**config.mk**
```make
export PLATFORM = sky130hd
export DESIGN_NAME = div3_serial_ctrl_flat
export DESIGN_NICKNAME = d
export VERILOG_FILES = /design/src/rtl/div3_serial_ctrl_if.sv /design/src/rtl/div3_serial_ctrl.sv /design/src/flat_wrapper.sv
export SDC_FILE = /design/constraint.sdc
export NUM_CORES = 1
export LEC_CHECK = 0
export CAP_MARGIN = 10
export CORE_MARGIN = 5
export CORE_UTILIZATION = 50
export CTS_BUF_LIST = sky130_fd_sc_hd__clkbuf_8 sky130_fd_sc_hd__clkbuf_16
export CTS_CLUSTER_SIZE = 14
export DETAILED_ROUTE_END_ITERATION = 7
export PLACE_DENSITY = 0.8
export RECOVER_POWER = 25
export SYNTH_ARGS = -nofsm -noshare
export SYNTH_HDL_FRONTEND = slang
export SYNTH_SLANG_ARGS = --single-unit
```
**constraint.sdc**
```tcl
create_clock -name clk -period 2.4 [get_ports clk]
set_input_delay 0.48 -clock clk [delete_from_list [all_inputs] [get_ports clk]]
set_output_delay 0.48 -clock clk [all_outputs]
set_load 0.05 [all_outputs]
```
**src/rtl/div3_serial_ctrl_if.sv**
```systemverilog
// Operand/result handshake bundle for div3_serial_ctrl.
//   in_valid/in_ready/in_data/in_signed : operand channel (producer -> controller)
//   out_valid/out_ready/out_residue/out_div : result channel (controller -> consumer)
// master = producer/consumer side, slave = the controller.
interface div3_serial_ctrl_if #(
  parameter int unsigned WIDTH = 32
);
  logic             in_valid;
  logic             in_ready;
  logic [WIDTH-1:0] in_data;
  logic             in_signed;
  logic             out_valid;
  logic             out_ready;
  logic [1:0]       out_residue;
  logic             out_div;

  modport master (
    output in_valid, in_data, in_signed, out_ready,
    input  in_ready, out_valid, out_residue, out_div
  );

  modport slave (
    input  in_valid, in_data, in_signed, out_ready,
    output in_ready, out_valid, out_residue, out_div
  );
endinterface

```
**src/rtl/div3_serial_ctrl.sv**
```systemverilog
// Serial divisibility-by-3 checker. Accepts one WIDTH-bit operand, folds it
// MSB-first BPC bits per cycle into a mod-3 residue and returns |x| mod 3.
// Ports:
//   clk, rst_n : clock (rising edge), asynchronous active-low reset
//   bus        : operand and result handshakes (slave side)
//   abort_i    : synchronous cancel of the operation in flight
//   busy_o     : controller is in RUN or DONE
// All outputs are registered.
module div3_serial_ctrl #(
  parameter int unsigned WIDTH = 32,
  parameter int unsigned BPC   = 2
) (
  input  logic                clk,
  input  logic                rst_n,
  div3_serial_ctrl_if.slave   bus,
  input  logic                abort_i,
  output logic                busy_o
);

  localparam int unsigned NCHUNK = WIDTH / BPC;
  localparam int unsigned CNT_W  = $clog2(NCHUNK + 1);
  // 2^BPC mod 3: 2 for BPC=1, 1 for BPC=2 and BPC=4
  localparam logic [3:0]  PMOD   = (BPC == 1) ? 4'd2 : 4'd1;

  typedef enum logic [1:0] {
    S_IDLE = 2'd0,
    S_RUN  = 2'd1,
    S_DONE = 2'd2
  } state_t;

  state_t           state_q;
  logic [WIDTH-1:0] shift_q;
  logic [CNT_W-1:0] cnt_q;
  logic [1:0]       res_q;
  logic             in_ready_q;
  logic             out_valid_q;
  logic [1:0]       out_res_q;
  logic             out_div_q;
  logic             busy_q;

  // 4-bit value reduced mod 3
  function automatic logic [1:0] mod3_4(input logic [3:0] x);
    logic [3:0] t;
    t = x % 4'd3;
    return t[1:0];
  endfunction

  logic             accept_c;
  logic [WIDTH-1:0] load_c;
  logic [BPC-1:0]   chunk_c;
  logic [3:0]       sum_c;
  logic [1:0]       res_nxt_c;

  // Operand magnitude, residue fold kept within 4 bits (max 2*2+2 = 6)
  always_comb begin
    accept_c  = bus.in_valid && in_ready_q && !abort_i && (state_q == S_IDLE);
    load_c    = (bus.in_signed && bus.in_data[WIDTH-1]) ? (~bus.in_data + WIDTH'(1))
                                                        : bus.in_data;
    chunk_c   = shift_q[WIDTH-1 -: BPC];
    sum_c     = PMOD * {2'b00, res_q} + {2'b00, mod3_4(4'(chunk_c))};
    res_nxt_c = mod3_4(sum_c);
  end

  // Controller FSM with registered outputs
  always_ff @(posedge clk or negedge rst_n) begin
    if (!rst_n) begin
      state_q     <= S_IDLE;
      shift_q     <= '0;
      cnt_q       <= '0;
      res_q       <= 2'd0;
      in_ready_q  <= 1'b1;
      out_valid_q <= 1'b0;
      out_res_q   <= 2'd0;
      out_div_q   <= 1'b0;
      busy_q      <= 1'b0;
    end else if (abort_i && (state_q != S_IDLE)) begin
      // abort wins over a same-cycle result handshake
      state_q     <= S_IDLE;
      in_ready_q  <= 1'b1;
      out_valid_q <= 1'b0;
      busy_q      <= 1'b0;
    end else begin
      case (state_q)
        S_IDLE: begin
          if (accept_c) begin
            shift_q    <= load_c;
            res_q      <= 2'd0;
            cnt_q      <= CNT_W'(NCHUNK);
            state_q    <= S_RUN;
            in_ready_q <= 1'b0;
            busy_q     <= 1'b1;
          end
        end
        S_RUN: begin
          shift_q <= shift_q << BPC;
          cnt_q   <= cnt_q - CNT_W'(1);
          res_q   <= res_nxt_c;
          if (cnt_q == CNT_W'(1)) begin
            state_q     <= S_DONE;
            out_valid_q <= 1'b1;
            out_res_q   <= res_nxt_c;
            out_div_q   <= (res_nxt_c == 2'd0);
          end
        end
        S_DONE: begin
          if (bus.out_ready) begin
            state_q     <= S_IDLE;
            out_valid_q <= 1'b0;
            in_ready_q  <= 1'b1;
            busy_q      <= 1'b0;
          end
        end
        default: begin
          state_q     <= S_IDLE;
          in_ready_q  <= 1'b1;
          out_valid_q <= 1'b0;
          busy_q      <= 1'b0;
        end
      endcase
    end
  end

  assign bus.in_ready    = in_ready_q;
  assign bus.out_valid   = out_valid_q;
  assign bus.out_residue = out_res_q;
  assign bus.out_div     = out_div_q;
  assign busy_o          = busy_q;

endmodule

```
**src/flat_wrapper.sv**
```systemverilog
// flat-port wrapper written by rule: the top's interface ports become plain ports
module div3_serial_ctrl_flat 
#(
  parameter int unsigned WIDTH = 32,
  parameter int unsigned BPC   = 2
)
  (clk, rst_n, abort_i, busy_o, bus_in_valid, bus_in_data, bus_in_signed, bus_out_ready, bus_in_ready, bus_out_valid, bus_out_residue, bus_out_div);
  div3_serial_ctrl_if #(.WIDTH(WIDTH)) bus_i ();
  input  logic clk;
  input  logic rst_n;
  input  logic abort_i;
  output logic busy_o;
  input wire logic [$bits(bus_i.in_valid)-1:0] bus_in_valid;
  input wire logic [$bits(bus_i.in_data)-1:0] bus_in_data;
  input wire logic [$bits(bus_i.in_signed)-1:0] bus_in_signed;
  input wire logic [$bits(bus_i.out_ready)-1:0] bus_out_ready;
  output wire logic [$bits(bus_i.in_ready)-1:0] bus_in_ready;
  output wire logic [$bits(bus_i.out_valid)-1:0] bus_out_valid;
  output wire logic [$bits(bus_i.out_residue)-1:0] bus_out_residue;
  output wire logic [$bits(bus_i.out_div)-1:0] bus_out_div;
  assign bus_i.in_valid = bus_in_valid;
  assign bus_i.in_data = bus_in_data;
  assign bus_i.in_signed = bus_in_signed;
  assign bus_i.out_ready = bus_out_ready;
  assign bus_in_ready = bus_i.in_ready;
  assign bus_out_valid = bus_i.out_valid;
  assign bus_out_residue = bus_i.out_residue;
  assign bus_out_div = bus_i.out_div;
  div3_serial_ctrl #(.WIDTH(WIDTH), .BPC(BPC)) u_core (.clk(clk), .rst_n(rst_n), .bus(bus_i), .abort_i(abort_i), .busy_o(busy_o));
endmodule
```
==> metrics <==
initial antenna violation count=0; vias in the first global route=2,778; worst ir drop on vdd=around 0.00018 V; nets=468; Initial Utilization=0.512; ANT nets after route=0; CP max FO=3; row count=28; dpl hpwl=5910 um; Tot GR Track Use=0.213; Core Region=~0.0059 mm2; die footprint=about 0.0077 mm2; largest net degree at the start of global routing=30; Reg2Reg Depth=10; slew at the pin closest to its max-slew limit=1.50 ns; Worst-path clk slew=0.09 ns; Setup crit end kind=flop; Final Critical Period=between 2 and 2.5 ns; Critical Path, Cell by Cell=nor2b_1 -> ha_1 -> fa_1 -> inv_1 -> nor2_2 -> ha_1 -> a21oi_2 -> xor2_1 -> buf_4 -> o21ai_0; chip height=87.7 um; number of I/O port buffers=43; first-pass GRT wire length=13,000 um; vias=2,904; share of cells above drive strength 1=0.141; Post-synth ARST share=1.00; Detailed Route WL=7650 um; Final period util=0.940; Initial DRC Count=223; Post-synth EDFFs=0; area leader, netlist=dfrtp_1; H-tree levels=2; CP Launch Type=flop; Slew Viols, Final=0; final hold viol count=0; Num CTS Buffers=5; most frequent cell after synthesis=dfrtp_1; WP buf/inv=2; CTS tree=done; Synth Flop Type=dfrtp_1; CTS Buffer Depth=2; Placement Setup Slack=-0.0460 ns; Seq cells post-synth=47; area grow syn2layout=28.0%; hold slack=0.476 ns; Die Wd=around 88 um; Yosys top cell area share=0.382; Final WS setup=roughly 0.14 ns; CP Depth=10; grt ovf=0; status=finished, violations left; top post-synthesis cells by count=dfrtp_1, nor2_1, a21oi_1, nand2_1, o21ai_0; Critical Path RT=2.58 ns; number of I/O pins=between 40 and 50; Worst Path Arrival=2.43 ns; crit path max-delay cell type=fa_1; diode count=0; synthesized instance count=353; final non-filler cell total=500; max cap viols=1; Root Buffer=clkbuf_8; worst setup skew after layout=0.00720 ns; synthesized area per cell=8.54 um2; setup violators final=0; CP most frequent cell=ha_1; Hold Path Cell Cnt=2; GP Congestion=0.833; overall power=1.50 mW; DRC viols=0; most area-consuming cells after synthesis=dfrtp_1, xnor2_1, a21oi_1; Largest stage delay, worst path=approximately 0.44 ns; pwr dens=389 mW/mm2; post-synthesis sequential area ratio=0.390; Slew headroom=0.000349; fin util=0.656; yosys warns=0; Via-to-Cell Ratio=5.81; critical path class=reg2reg; Peak Freq=443 MHz; Hold Path Class=reg2reg; First-pass DRT Iterations=4; placed cell count=491; hold buffer count at cts=0; violated checks=max-capacitance violations; LEAKAGE=1.71 nW; Syn Nets=397; Worst-Skew Late Latency=0.30 ns; routed len/inst=15.3 um; delay-heaviest family, CP=adder cells; total clock sinks=47; post-synthesis cell type count=49; Syn Std Cell Area=0.00302 mm2
kinds of logic (layout without fill, tap and decap cells):
group,after synthesis,count (layout),synth area share
AO/OA/AOI/OAI,100,100,0.199
flip-flops,47,47,0.390
XOR/XNOR,27,27,0.0784
adder cells (fa/ha/maj),6,6,0.0274
AND/OR/NAND/NOR,133,133,0.232
multiplexers,7,7,0.0237
buffers and inverters,33,105,0.0485
cell type report:
| type | instances | area (um2) |
|---|---|---|
| inverters | 10 | 37.5 |
| multi-input cells | 273 | 1700 |
| flip-flops and latches | 47 | 1180 |
| clock inverters | 3 | 12.5 |
| well taps | 75 | 93.8 |
| clock buffers | 5 | 68.8 |
| fillers | 501 | 2020 |
| repair buffers | 87 | 767 |
path summary, 6_finish.rpt:
check | start | endpoint | slack [ns]
max in group asynchronous | rst_n | u_core.bus.in_ready$_DFFE_PN1P_ | 0.91
min in group asynchronous | rst_n | u_core.shift_q[28]$_DFFE_PN0P_ | 0.52
max | u_core.shift_q[30]$_DFFE_PN0P_ | u_core.bus.out_residue[0]$_DFFE_PN0P_ | 0.14
max reg2reg | u_core.shift_q[30]$_DFFE_PN0P_ | u_core.bus.out_residue[0]$_DFFE_PN0P_ | 0.14
min | u_core.bus.out_valid$_DFFE_PN0P_ | u_core.bus.out_valid$_DFFE_PN0P_ | 0.48
min reg2reg | u_core.bus.out_valid$_DFFE_PN0P_ | u_core.bus.out_valid$_DFFE_PN0P_ | 0.48
worst min-delay path, cell delays in order, from the launching register on:
cell,delay [ns]
dfrtp_1,0.35
nand2_1,0.05
nand2_1,0.05
registers in the layout, summed over array words and instances (netlist names):
name / flops
u_core.shift_q: 32
u_core.cnt_q: 5
u_core.bus.out_residue: 2
u_core.res_q: 2
u_core.state_q: 2
u_core.bus.in_ready: 1
u_core.bus.out_div: 1
u_core.bus.out_valid: 1
u_core.busy_o: 1
timing repair:
| item | in CTS | in global routing |
|---|---|---|
| setup buffers | 0 | 1 |
| hold endpoints to repair | 0 | 0 |
| gates resized for setup | 0 | 3 |
| endpoints found under the setup margin | 0 | 2 |
through the flow:
stage	setup TNS (ns)	cell area [um2]
2_1_floorplan	0	3020
3_3_place_gp	-0.0407	3760
3_5_place_dp	-0.136	3760
4_1_cts	0	3840
5_1_grt	-0.0217	3860
6_report	0	3860
per-layer routing:
metal / global-route usage / wire, um / vias up
li1: - / - / 1420
met1: 0.281 / 3440 / 1399
met2: 0.360 / 3810 / 77
met3: 0.0339 / 333 / 8
met4: 0.0614 / 73 / 0
met5: 0 / 0 / -
cells in the final DEF, fill, tap and decap left out, drive strengths merged, types with 3 or more instances in the layout:
cell and count:
dfrtp 46, buf 44, clkdlybuf4s50 42, o21ai 33, nor2 31, a21oi 27
nand2 26, xnor2 23, nor3 15, inv 12, a31oi 12, a22oi 11
nand3 11, and3 9, or4 8, or3 7, nor4 6, mux2i 6
clkbuf 6, ha 5, nand2b 4, xor2 4, o22ai 4, and2 4
or2 3, nor4b 3
where the power goes:
part	internal, mW	total, mW	switching (mW)	leakage [nW]
logic	0.133	0.252	0.119	1.01
registers	0.792	0.793	0.00122	0.646
clock network	0.197	0.458	0.261	0.0505
Power figures use the tool's default switching activity.
